[src/rtl/mux_arb_pkg.sv]
`default_nettype none
// ============================================================================
//  Module  : mux_arb_pkg (package)
//  Purpose : Shared types and helpers for the round-robin mux arbiter.
//            - arb_state_t : output stage state (EMPTY / FULL)
//            - rr_pick     : behavioural round-robin winner search, usable by
//                            any block that needs a reference pick
//  Revision: 1.0 - initial release
// ============================================================================
package mux_arb_pkg;

   typedef enum logic [0:0] {
      EMPTY = 1'b0,
      FULL  = 1'b1
   } arb_state_t;

   localparam int MAX_INPUTS = 16;

   // First set bit of req searching ptr+1, ptr+2, ... modulo n.
   // Returns 0 when nothing is requested.
   function automatic logic [3:0] rr_pick(input logic [MAX_INPUTS-1:0] req,
                                          input logic [3:0]            ptr,
                                          input int unsigned           n);
      logic [3:0]  pick;
      logic        found;
      int unsigned idx;
      pick  = 4'd0;
      found = 1'b0;
      idx   = 0;
      for (int unsigned k = 1; k <= MAX_INPUTS; k++) begin
         if (n != 0 && k <= n) begin
            idx = (32'(ptr) + k) % n;
            if (!found && req[idx[3:0]]) begin
               found = 1'b1;
               pick  = idx[3:0];
            end
         end
      end
      return pick;
   endfunction

endpackage
`default_nettype wire

[src/rtl/mux_rr_arbiter_pick.sv]
`default_nettype none
// ============================================================================
//  Module  : rr_pick_onehot
//  Purpose : Combinational round-robin pick. The request vector is rotated so
//            that bit 0 is requester ptr+1, priority-encoded (lowest wins),
//            and the offset is added back to ptr to recover the index.
//  Ports   : req    in  NUM_INPUTS  request vector
//            ptr    in  SEL_W       last granted index
//            grant  out NUM_INPUTS  one-hot of winner, zero if no request
//            winner out SEL_W       winner index (valid when found=1)
//            found  out 1           any request present
//  Revision: 1.0 - initial release
// ============================================================================
module rr_pick_onehot
   import mux_arb_pkg::*;
#(
   parameter  int NUM_INPUTS = 4,
   localparam int SEL_W      = $clog2(NUM_INPUTS)
) (
   input  logic [NUM_INPUTS-1:0] req,
   input  logic [SEL_W-1:0]      ptr,
   output logic [NUM_INPUTS-1:0] grant,
   output logic [SEL_W-1:0]      winner,
   output logic                  found
);

   logic [NUM_INPUTS-1:0] rot;
   logic [SEL_W-1:0]      offset;

   // NUM_INPUTS is a power of two, so SEL_W-bit arithmetic wraps modulo N.
   always_comb begin
      rot = '0;
      for (int j = 0; j < NUM_INPUTS; j++) begin
         rot[j] = req[SEL_W'(ptr + SEL_W'(j + 1))];
      end
   end

   // Scan high to low so the lowest set bit is the last one written.
   always_comb begin
      found  = 1'b0;
      offset = '0;
      for (int j = NUM_INPUTS - 1; j >= 0; j--) begin
         if (rot[j]) begin
            found  = 1'b1;
            offset = SEL_W'(j);
         end
      end
   end

   assign winner = ptr + offset + SEL_W'(1);
   assign grant  = found ? (NUM_INPUTS'(1) << winner) : '0;

endmodule
`default_nettype wire

[src/rtl/mux_rr_arbiter.sv]
`default_nettype none
// ============================================================================
//  Module  : mux_rr_arbiter
//  Purpose : Round-robin arbiter sharing one WIDTH-bit N:1 data mux among
//            NUM_INPUTS valid/ready requesters, with a registered output
//            stage carrying its own valid/ready handshake.
//  Ports   : clk, rst_n            clock, asynchronous active-low reset
//            req_valid/req_ready   per-requester handshake (ready one-hot/0)
//            req_data[NUM_INPUTS]  requester words
//            req_lock              (MUX_ARB_LOCK_EN only) hold grant on winner
//            out_valid/out_ready   output handshake
//            out_data, out_sel     captured word and its requester index
//            busy                  output stage FULL
//  Config  : `define MUX_ARB_LOCK_EN adds the req_lock port and lock state.
//  Revision: 1.0 - initial release
// ============================================================================
module mux_rr_arbiter
   import mux_arb_pkg::*;
#(
   parameter  int WIDTH      = 8,
   parameter  int NUM_INPUTS = 4,
   localparam int SEL_W      = $clog2(NUM_INPUTS)
) (
   input  logic                  clk,
   input  logic                  rst_n,
   input  logic [NUM_INPUTS-1:0] req_valid,
   input  logic [WIDTH-1:0]      req_data [NUM_INPUTS],
`ifdef MUX_ARB_LOCK_EN
   input  logic [NUM_INPUTS-1:0] req_lock,
`endif
   output logic [NUM_INPUTS-1:0] req_ready,
   output logic                  out_valid,
   input  logic                  out_ready,
   output logic [WIDTH-1:0]      out_data,
   output logic [SEL_W-1:0]      out_sel,
   output logic                  busy
);

   arb_state_t            state;
   arb_state_t            state_next;
   logic [SEL_W-1:0]      ptr;

   logic [NUM_INPUTS-1:0] rr_grant;
   logic [SEL_W-1:0]      rr_winner;
   logic                  rr_found;

   logic                  eligible;
   logic                  cap;
   logic [SEL_W-1:0]      winner;
   logic [NUM_INPUTS-1:0] grant;

   rr_pick_onehot #(
      .NUM_INPUTS (NUM_INPUTS)
   ) u_pick (
      .req    (req_valid),
      .ptr    (ptr),
      .grant  (rr_grant),
      .winner (rr_winner),
      .found  (rr_found)
   );

   // A word accepted while rst_n is low would be lost, so no ready is
   // offered until reset is released.
   assign eligible = rst_n & ((state == EMPTY) | out_ready);

`ifdef MUX_ARB_LOCK_EN
   logic             locked;
   logic [SEL_W-1:0] locked_id;
   logic             lock_hold;

   // Lock only holds while its owner keeps requesting; otherwise normal RR
   // resumes from ptr, which still equals locked_id.
   assign lock_hold = locked & req_valid[locked_id];

   always_comb begin
      winner = rr_winner;
      grant  = rr_grant;
      if (lock_hold) begin
         winner = locked_id;
         grant  = NUM_INPUTS'(1) << locked_id;
      end
   end

   assign cap = eligible & (lock_hold | rr_found);

   always_ff @(posedge clk or negedge rst_n) begin
      if (!rst_n) begin
         locked    <= 1'b0;
         locked_id <= '0;
      end else if (cap) begin
         locked    <= req_lock[winner];
         locked_id <= winner;
      end else if (eligible) begin
         // eligible without cap means nothing is requesting at all
         locked    <= 1'b0;
      end
   end
`else
   assign winner = rr_winner;
   assign grant  = rr_grant;
   assign cap    = eligible & rr_found;
`endif

   assign req_ready = grant & {NUM_INPUTS{cap}};

   always_ff @(posedge clk or negedge rst_n) begin
      if (!rst_n) begin
         state <= EMPTY;
      end else begin
         state <= state_next;
      end
   end

   always_comb begin
      state_next = state;
      out_valid  = 1'b0;
      busy       = 1'b0;
      case (state)
         EMPTY: begin
            if (cap) begin
               state_next = FULL;
            end
         end
         FULL: begin
            out_valid = 1'b1;
            busy      = 1'b1;
            if (out_ready && !cap) begin
               state_next = EMPTY;
            end
         end
         default: state_next = EMPTY;
      endcase
   end

   always_ff @(posedge clk or negedge rst_n) begin
      if (!rst_n) begin
         out_data <= '0;
         out_sel  <= '0;
         ptr      <= SEL_W'(NUM_INPUTS - 1);
      end else if (cap) begin
         out_data <= req_data[winner];
         out_sel  <= winner;
         ptr      <= winner;
      end
   end

endmodule
`default_nettype wire

[config.mk]
export PLATFORM = sky130hd
export DESIGN_NAME = mux_rr_arbiter
export DESIGN_NICKNAME = d
export VERILOG_FILES = /design/src/rtl/mux_arb_pkg.sv /design/src/rtl/mux_rr_arbiter_pick.sv /design/src/rtl/mux_rr_arbiter.sv
export SDC_FILE = /design/constraint.sdc
export NUM_CORES = 1
export LEC_CHECK = 0
export BUFFER_PORTS_ARGS = -buffer_cell sky130_fd_sc_hd__buf_2
export CELL_PAD_IN_SITES_DETAIL_PLACEMENT = 0
export CELL_PAD_IN_SITES_GLOBAL_PLACEMENT = 1
export CORE_MARGIN = 1
export CORE_UTILIZATION = 33
export DETAILED_ROUTE_END_ITERATION = 12
export PLACE_DENSITY_LB_ADDON = 0.1
export SLEW_MARGIN = 10
export SYNTH_ARGS = -nofsm -noshare
export SYNTH_HDL_FRONTEND = slang
export SYNTH_HIERARCHICAL = 1
export SYNTH_SLANG_ARGS = --single-unit
export TNS_END_PERCENT = 100
[constraint.sdc]
create_clock -name clk -period 4.05 [get_ports clk]
set_input_delay 0.81 -clock clk [delete_from_list [all_inputs] [get_ports clk]]
set_output_delay 0.81 -clock clk [all_outputs]
set_load 0.005 [all_outputs]
==> flow_summary.json, run 1 <==
{
  "p_leak_nw": 0.672,
  "clockBufferDepth": 2,
  "max_slew_margin_pct": 36.9,
  "fin_crit_sh_pct": 86.3,
  "ys_warn_count": 6,
  "die-area_um2": 3440,
  "cp_data_arrival_time_ns": 2.68,
  "yosysSeqAreaShare_pct": 30.9,
  "min_path_type": "in2async",
  "ys.flop_type": "dfrtp_1",
  "grt_max_degree": 17,
  "wl_per_cell_um": 11.4,
  "finalCriticalPeriod_ns": 3.49,
  "core_region_area_um2": 3050,
  "hpwl_um": 1680,
  "path_max_fanout": 9,
  "setup_viol": 0,
  "tightest_slew_ns": 0.940,
  "grt_pass1_vias": 838,
  "grt_pass1_wl_um": 3530,
  "clk_latency_ns": 0.26,
  "syn_inst": 88,
  "vias_per_cell": 4.71,
  "ys_ff_latch": 13,
  "synth.distinct_cells": 29,
  "timing_hold_violations_final": 0,
  "grt_use_total_pct": 13.2,
  "async_flop_share_pct": 100,
  "antennaDiodeCount": 0,
  "synth_edf_count": 0,
  "yosys.area.top_type_share_pct": 26.0,
  "yosys.area.top_type": "dfrtp_1",
  "cts_tree": "done",
  "io_pins": 55,
  "dieHeight_um": 58.7,
  "cts_resized": 0,
  "layout-drive-gt1-share_pct": 58.6,
  "drt-initial-drc-count": 14,
  "cts_buffers": 3,
  "port_buffers": 54,
  "drtPass1Iterations": 4,
  "crit_path_start_kind": "input pin",
  "maxCapViolations": 0,
  "drc": 0,
  "fp.dieW_um": 58.7,
  "fin_cells": 184,
  "drtAntennaViolNets": 0,
  "power_density_nw_per_um2": 810,
  "vias": 866,
  "synthTopCellsByArea": "dfrtp_1 26%, mux4_2 17%, mux2_4 11%, dfstp_2 5.0%, mux2_1 4.3%",
  "fmax_mhz": 286,
  "crit_required_ns": 3.24,
  "htreeDepth": 1,
  "post-cts-setup-buffers": 0,
  "synth.most_common_cell": "dfrtp_1",
  "critPathCaptureType": "primary output",
  "antenna_found_initial": 0,
  "gp_congestion": 0.675,
  "grt-ovfl-total": 0,
  "cts_sinks": 13,
  "skew_ns": 0.00278,
  "finalSetupTns_ns": 0,
  "area_growth_pct": 29.6,
  "cts_root_buffer": "clkbuf_4",
  "final_nets": 182,
  "rsz0062_at_grt": "false",
  "path_clk_slew_ns": 0.08,
  "drt-total-wl_um": 2100,
  "vdd_ir_drop_max_v": 0.000338,
  "numPlacedInstances": 180,
  "finalMaxSlewViolations": 0,
  "rows": 20,
  "postCtsHoldBufs": 0,
  "start_util_pct": 34.7,
  "status": "finished clean",
  "syn-num-nets": 129,
  "synth_area_per_cell_um2": 12.0,
  "synthTopCellsByCount": "11 x dfrtp_1, 10 x nor2_1, 8 x mux2_4, 8 x mux4_2, 5 x nand2_1",
  "criticalPathCategory": "in2out",
  "syn_area_um2": 1060
}
[state kept, by name, summed over array words and instances, names as in the netlist]
| signal | cells |
|---|---|
| out_data | 8 |
| out_sel | 2 |
| state | 1 |
| ptr | 2 |
[cells by family after synthesis]
group           synth area share, %
compound gates                 11.0
buf+inv                        6.37
fa+ha+maj                      2.36
xor+xnor                       2.48
simple gates                   10.5
flops                          30.9
mux                            36.4
[final timing paths]
path / slack (ns) / depth (start not counted) / end / from
setup / recovery: 0.56 / 10 / req_ready[0] / req_valid[1]
hold / removal: 0.42 / 1 / out_data[1] / rst_n
setup reg to reg: 0.72 / 8 / out_data[1] / ptr[0]
hold reg to reg: 0.49 / 1 / out_sel[0] / out_sel[0]
max in group asynchronous: 3.34 / 1 / ptr[0] / rst_n
min in group clk: 0.49 / 1 / out_sel[0] / out_sel[0]
[placed cells by master, fill, tap and decap left out]
cell,synthesis,routed
clkbuf_4,0,3
clkbuf_1,1,1
nand3_1,1,1
a221oi_1,1,1
o311ai_0,1,1
buf_2,3,54
nor4_1,2,2
xnor2_1,2,2
a21oi_4,1,1
inv_1,4,4
o21a_1,1,1
and2_1,4,4
dfrtp_1,11,11
o21ai_1,1,1
o32ai_2,2,2
mux2_4,8,8
ha_1,2,2
a32oi_4,1,1
nand2_1,5,5
or2_1,2,2
inv_2,2,2
a221o_1,1,1
dfstp_2,2,2
xor2_1,1,1
mux2i_1,4,4
buf_4,2,1
mux4_2,8,8
nor2_1,10,10
mux2_1,4,4
[final cells by class]
| type | instances | area, µm² |
|---|---|---|
| clock buffer | 4 | 26.3 |
| fill | 308 | 1680 |
| inverter | 6 | 22.5 |
| multi-input combinational | 62 | 664 |
| sequential | 13 | 328 |
| tap | 44 | 55.1 |
| timing repair buffer | 55 | 278 |
[worst max-delay path, cell delays in order]
cell	delay [ns]
buf_2	0.17
nor2_1	0.06
a221o_1	0.34
a221oi_1	0.36
ha_1	0.27
xnor2_1	0.19
nand2_1	0.12
mux2i_1	0.14
and2_1	0.13
buf_2	0.10
[metrics by stage]
step | hold WS (ns) | util (%) | power, mW | cell area, µm² | setup slack [ns]
floorplan | 0.483 | - | 0.893 | 1060 | 0.778
global placement | 0.470 | 44.1 | 1.04 | 1350 | 0.339
detailed placement | 0.479 | 44.1 | 1.06 | 1350 | 0.267
CTS | 0.422 | 45.0 | 1.14 | 1370 | 0.535
global route | 0.424 | 45.0 | 1.23 | 1370 | 0.356
finish | 0.424 | 45.0 | 1.11 | 1370 | 0.556
[report_power, final]
part | internal, mW | switching, mW
sequential | 0.205 | 0.0542
combinational | 0.456 | 0.321
clock | 0.0380 | 0.0382
total | 0.699 | 0.414
[metal layers]
metal  wire, µm  global-route usage [%]  vias to the layer above
met5          0                       0                        -
met4         12                    4.08                        0
met3        119                    1.76                        2
met2       1060                    22.8                       31
met1        910                    17.1                      410
li1           -                       -                      423
(Power assumes the default switching activity.)
==> inputs of run 2 (changes only) <==
--- a/config.mk
+++ b/config.mk
@@ -5,11 +5,12 @@
 export SDC_FILE = /design/constraint.sdc
 export NUM_CORES = 1
 export LEC_CHECK = 0
+export ABC_AREA = 1
 export BUFFER_PORTS_ARGS = -buffer_cell sky130_fd_sc_hd__buf_2
 export CELL_PAD_IN_SITES_DETAIL_PLACEMENT = 0
 export CELL_PAD_IN_SITES_GLOBAL_PLACEMENT = 1
 export CORE_MARGIN = 1
-export CORE_UTILIZATION = 33
+export CORE_UTILIZATION = 31
 export DETAILED_ROUTE_END_ITERATION = 12
 export PLACE_DENSITY_LB_ADDON = 0.1
 export SLEW_MARGIN = 10
==> run 2 against run 1 <==
Against the previous run: clock-buffer cell count unchanged; clock power grew 48%; combinational power grew 75%; die area grew 30%; routed wire length is 44% higher; synthesized cell count increased to 2.6 times the previous value; maximum frequency up 7.3%; flip-flop and latch count stayed put; register-to-register slack gained 0.57 ns; cell count grew 78%; non-clock buffer count is 1 lower; clock skew decreased by 0.0024 ns.
==> flow_summary.json, run 2 <==
{
  "timing_hold_violations_final": 0,
  "synth_edf_count": 0,
  "maxCapViolations": 0,
  "seqPwrFrac_pct": 15.3,
  "drtAntennaViolNets": 0,
  "hpwl_um": 2320,
  "status": "finished clean",
  "n_fill_cell": 492,
  "path_clk_slew_ns": 0.05,
  "die-area_um2": 4470,
  "fin_crit_sh_pct": 80.4,
  "p_leak_nw": 1.07,
  "dieHeight_um": 66.9,
  "largest_reg_flops": 8,
  "skew_ns": 0.000416,
  "cts_buffers": 3,
  "finalMaxSlewViolations": 0,
  "vdd_ir_drop_max_v": 0.000318,
  "ys_ff_latch": 13,
  "tightest_slew_ns": 0.585,
  "yosysSeqAreaShare_pct": 25.1,
  "largestRegisters": "out_data: 8 flops, out_sel: 2 flops, ptr: 2 flops",
  "critPathSlowestCell": "dfstp_2",
  "wl_per_cell_um": 9.26,
  "min_path_type": "in2async",
  "syn_inst": 227,
  "fin_cells": 327,
  "drt-initial-drc-count": 56,
  "synth_area_per_cell_um2": 5.74,
  "switching_share_pct": 57.0,
  "synthTopCellsByCount": "107 x nand2_1, 46 x inv_1, 19 x nand3_1, 11 x dfrtp_1",
  "path_max_fanout": 11,
  "postCtsHoldBufs": 0,
  "numPlacedInstances": 323,
  "ys.flop_type": "dfrtp_1",
  "antenna_found_initial": 0,
  "drtPass1Iterations": 4,
  "crit_path_start_kind": "register",
  "area_growth_pct": 23.1,
  "clk_latency_ns": 0.24,
  "power_density_nw_per_um2": 1080,
  "vias_per_cell": 4.26,
  "r2r-end": "out_data[6]",
  "layout-drive-gt1-share_pct": 28.5,
  "start_util_pct": 32.4,
  "ff_latch_area_um2": 328,
  "p_int_mw": 0.746,
  "max_slew_margin_pct": 61.0,
  "critPathCaptureType": "primary output",
  "rows": 23,
  "yosys.area.top_type": "nand2_1",
  "path_cells": "inv_6, nand2_1, nand2_1, nand2_1, nand2_2, o21bai_1, ha_1, xnor2_1, inv_1, nand2_2, nand2_2, nor2_1, inv_1, nor2_1, buf_2",
  "synthTopCellsByArea": "nand2_1 31%, dfrtp_1 21%, inv_1 13%, nand3_1 7.3%, buf_6 4.3%",
  "cts_root_buffer": "clkbuf_8",
  "fmax_mhz": 307,
  "cp_data_arrival_time_ns": 2.45,
  "yosys.area.top_type_share_pct": 30.8,
  "multi_input_area_um2": 701,
  "grt_pass1_vias": 1310,
  "top_register": "out_data",
  "cts_resized": 0,
  "synth.most_common_cell": "nand2_1",
  "worst-path-buf-inv": 4,
  "async_flop_share_pct": 100,
  "final_cell_mix": "107 x nand2_1, 54 x buf_2, 46 x inv_1, 19 x nand3_1, 11 x dfrtp_1",
  "final_nets": 319,
  "grt-ovfl-total": 0,
  "finalSetupTns_ns": 0,
  "rsz0062_at_grt": "false",
  "p_clk_share_pct": 6.5,
  "setup_viol": 0,
  "fp.dieW_um": 66.9,
  "criticalPathCategory": "reg2out",
  "syn-num-nets": 268,
  "r2r-start": "ptr[0]",
  "p_comb_share_pct": 78.2,
  "r2r_slack_ns": 1.29,
  "hold_ws_ns": 0.457,
  "clockBufferDepth": 2,
  "port_buffers": 54,
  "antennaDiodeCount": 0,
  "gp_congestion": 0.785,
  "htreeDepth": 1,
  "post-cts-setup-buffers": 0,
  "grt_max_degree": 21,
  "crit_required_ns": 3.24,
  "slowest_delay_ns": 0.67,
  "drc": 0,
  "drt-total-wl_um": 3030,
  "grt_pass1_wl_um": 5400,
  "cts_tree": "done",
  "io_pins": 55,
  "r2r_cells": 17,
  "vias": 1392,
  "cts_sinks": 13,
  "grt_use_total_pct": 15.6,
  "crit_family": "flip-flops",
  "synth.distinct_cells": 21,
  "switchingPower_mw": 0.988,
  "syn_area_um2": 1300,
  "core_region_area_um2": 4030,
  "finalCriticalPeriod_ns": 3.26,
  "layout_commonest_cell": "nand2_1",
  "ys_warn_count": 6
}
## run 2: kinds of logic after synthesis
group                      Yosys count  share of synthesized area, %
DFF                                 13                          25.1
and+or+nand+nor                    144                          45.9
adders and majority gates            2                          1.92
xor gates and xnor gates             1                         0.672
buffers and inverters               59                          21.1
AOI/OAI and AO/OA                    8                          5.28
## run 2: worst max-delay path by stage
stage / start / to / slack [ns] / depth (start not counted)
floorplan: req_valid[0] / req_ready[2] / 1.20 / 13
global placement: req_valid[0] / req_ready[2] / 0.89 / 15
detailed placement: req_valid[0] / req_ready[2] / 0.88 / 15
CTS: ptr[0] / req_ready[2] / 0.76 / 15
global route: ptr[0] / req_ready[1] / 0.55 / 14
finish: ptr[0] / req_ready[2] / 0.79 / 15
## run 2: cell type report
type | instances | share of cell area, %
multi-input combinational | 155 | 43.6
sequential | 13 | 20.4
timing repair buffer | 54 | 16.8
inverter | 51 | 12.4
tap | 50 | 3.90
clock buffer | 4 | 2.81
## run 2: worst register-to-register path, stage by stage (launching register included)
cell and delay, ns:
dfstp_2 0.67, inv_6 0.09, nand2_1 0.07, nand2_1 0.09, nand2_1 0.09, nand2_2 0.07
o21bai_1 0.17, ha_1 0.20, xnor2_1 0.21, inv_1 0.08, nand2_2 0.09, nand2_2 0.06
inv_1 0.28, inv_2 0.20, nand3_1 0.12, nand2_1 0.06, nand2_1 0.05, nand2_1 0.05
## run 2: power groups by stage
stage,Combinational [mW],Sequential [mW],Clock (mW)
6_report,1.36,0.266,0.113
5_1_grt,1.59,0.277,0.122
4_1_cts,1.40,0.268,0.114
3_5_place_dp,1.39,0.268,0
3_3_place_gp,1.39,0.270,0
2_1_floorplan,1.18,0.252,0
## run 2: routing by layer
metal | part of all wire, % | track usage [%] | wire [µm] | up-vias
li1 | - | - | - | 759
met1 | 47 | 19.5 | 1410 | 606
met2 | 51 | 28.4 | 1550 | 27
met3 | 2.3 | 1.03 | 69 | 0
met4 | 0 | 3.99 | 0 | 0
met5 | 0 | 0 | 0 | -
## run 2: through the flow
stage                     utilization [%]  power [mW]  setup slack [ns]  cell area, µm²
after floorplan                         -        1.43              1.20            1300
after global placement               38.7        1.66             0.889            1560
after detailed placement             38.7        1.66             0.879            1560
after CTS                            39.8        1.78             0.764            1610
after global routing                 39.8        1.99             0.547            1610
final                                39.8        1.73             0.795            1610
==> inputs of run 3 (changes only) <==
==> constraint.sdc (replaced) <==
create_clock -name clk -period 3.2 [get_ports clk]
set_input_delay 0.64 -clock clk [delete_from_list [all_inputs] [get_ports clk]]
set_output_delay 0.64 -clock clk [all_outputs]
set_load 0.005 [all_outputs]
==> run 3 against run 2 <==
Against the previous run: clock skew rose by 0.00061 ns; worst hold slack got worse by 0.17 ns; final area grew 6.6%; utilization grew 2.6 points; critical path depth unchanged; setup slack got worse by 0.60 ns; sequential share of layout area shrank 1.3 points; cell count increased by 2.4%; largest cell class unchanged.
==> flow_summary.json, run 3 (synthesis gave the netlist of run 2 again) <==
{
  "final_cell_mix": "100 x nand2_1, 54 x buf_2, 46 x inv_1, 19 x nand3_1, 15 x nand2_2",
  "hpwl_um": 2310,
  "min_path_type": "in2async",
  "finalCriticalPeriod_ns": 3.01,
  "tightest_slew_ns": 0.374,
  "area_growth_pct": 31.3,
  "port_buffers": 54,
  "drtPass1Iterations": 4,
  "drtAntennaViolNets": 0,
  "worst-path-buf-inv": 4,
  "status": "finished clean",
  "drc": 0,
  "critPathCaptureType": "primary output",
  "grt_max_degree": 21,
  "postCtsHoldBufs": 0,
  "antennaDiodeCount": 0,
  "cts_sinks": 13,
  "dieHeight_um": 66.9,
  "clockBufferDepth": 2,
  "fp.dieW_um": 66.9,
  "grt_pass1_wl_um": 5150,
  "cts_buffers": 3,
  "r2r-end": "out_data[7]",
  "clk_latency_ns": 0.24,
  "r2r_cells": 17,
  "start_util_pct": 32.4,
  "criticalPathCategory": "reg2out",
  "largestRegisters": "out_data: 8 flops, out_sel: 2 flops, ptr: 2 flops",
  "largest_reg_flops": 8,
  "setup_viol": 0,
  "cp_data_arrival_time_ns": 2.37,
  "vias": 1445,
  "power_mw": 2.38,
  "drt-total-wl_um": 3160,
  "io_pins": 55,
  "crit_required_ns": 2.56,
  "layout_commonest_cell": "nand2_1",
  "vias_per_cell": 4.31,
  "grt_use_total_pct": 15.1,
  "top_register": "out_data",
  "timing_hold_violations_final": 0,
  "grt_pass1_vias": 1230,
  "final_nets": 327,
  "vdd_ir_drop_max_v": 0.000413,
  "die-area_um2": 4470,
  "path_max_fanout": 11,
  "layout-drive-gt1-share_pct": 35.1,
  "cts_root_buffer": "clkbuf_8",
  "path_cells": "inv_6, nand2_1, nand2_2, nand2_1, nand2_2, o21bai_2, ha_2, xnor2_2, inv_1, nand2_2, nand2_2, nor2_1, inv_1, nor2_1, buf_2",
  "finalMaxSlewViolations": 0,
  "rows": 23,
  "htreeDepth": 1,
  "wl_per_cell_um": 9.42,
  "gp_congestion": 0.809,
  "max_slew_margin_pct": 75.0,
  "skew_ns": 0.00103,
  "core_region_area_um2": 4030,
  "hold_ws_ns": 0.285,
  "path_clk_slew_ns": 0.06,
  "fmax_mhz": 332,
  "grt-ovfl-total": 0,
  "fin_crit_sh_pct": 94.1,
  "r2r-start": "ptr[0]",
  "cp_common_cell": "nand2_2",
  "power_density_nw_per_um2": 1390,
  "maxCapViolations": 0,
  "p_leak_nw": 1.12,
  "antenna_found_initial": 0,
  "crit_path_start_kind": "register",
  "cts_tree": "done",
  "r2r_slack_ns": 0.53,
  "rsz0062_at_grt": "true",
  "crit_family": "flip-flops",
  "drt-initial-drc-count": 54,
  "critPathSlowestCell": "dfstp_2",
  "slowest_delay_ns": 0.62
}
run 3: changes by cell type in the layout (fill, tap and decap cells not counted), moves of 2 or more:
cell and change:
nand2_1 -7, buf_4 +6, buf_6 +2, nand2_2 +7
run 3: worst max path at each step:
stage	startpoint	endpoint	depth (start not counted)
floorplan	ptr[0]	req_ready[2]	15
global placement	ptr[0]	req_ready[2]	15
detailed placement	ptr[0]	req_ready[3]	15
CTS	ptr[0]	req_ready[3]	15
global route	ptr[0]	req_ready[3]	16
finish	ptr[0]	req_ready[2]	15
run 3: through the flow:
stage	setup slack (ns)	TNS [ns]	utilization (%)	instance area (µm²)	std cells
2_1_floorplan	0.625	0	-	1300	227
3_3_place_gp	0.354	0	38.9	1570	324
3_5_place_dp	0.367	0	38.9	1570	324
4_1_cts	0.0946	0	40.1	1610	328
5_1_grt	-0.0281	-0.0585	42.5	1710	335
6_report	0.190	0	42.5	1710	335
run 3: repair_timing:
| item | CTS | global route |
|---|---|---|
| setup buffers | 0 | 7 |
| endpoints found under the setup margin | 0 | 4 |
| hold endpoints to repair | 0 | 0 |
| gates resized for setup | 0 | 16 |
run 3: cell type report:
class,instances,area (µm²)
Fill cell,478,2320
Sequential cell,13,328
Timing Repair Buffer,62,338
Tap cell,50,62.6
Inverter,51,199
Clock buffer,3,41.3
Clock inverter,1,5.00
Multi-Input combinational cell,155,738
run 3: per-layer routing:
metal  global-route usage, %  part of all wire (%)  wire length, µm
met1                    18.8                    45             1430
met5                       0                     0                0
met2                    26.3                    50             1590
met4                    5.32                  0.48               15
met3                    1.88                   4.0              127
run 3: report_power, final:
group | leakage [nW] | total [mW] | switching (mW) | internal, mW
clock network | 0.0255 | 0.144 | 0.0578 | 0.0859
logic | 0.934 | 1.91 | 1.19 | 0.717
registers | 0.155 | 0.325 | 0.0637 | 0.261
total | 1.12 | 2.38 | 1.32 | 1.06
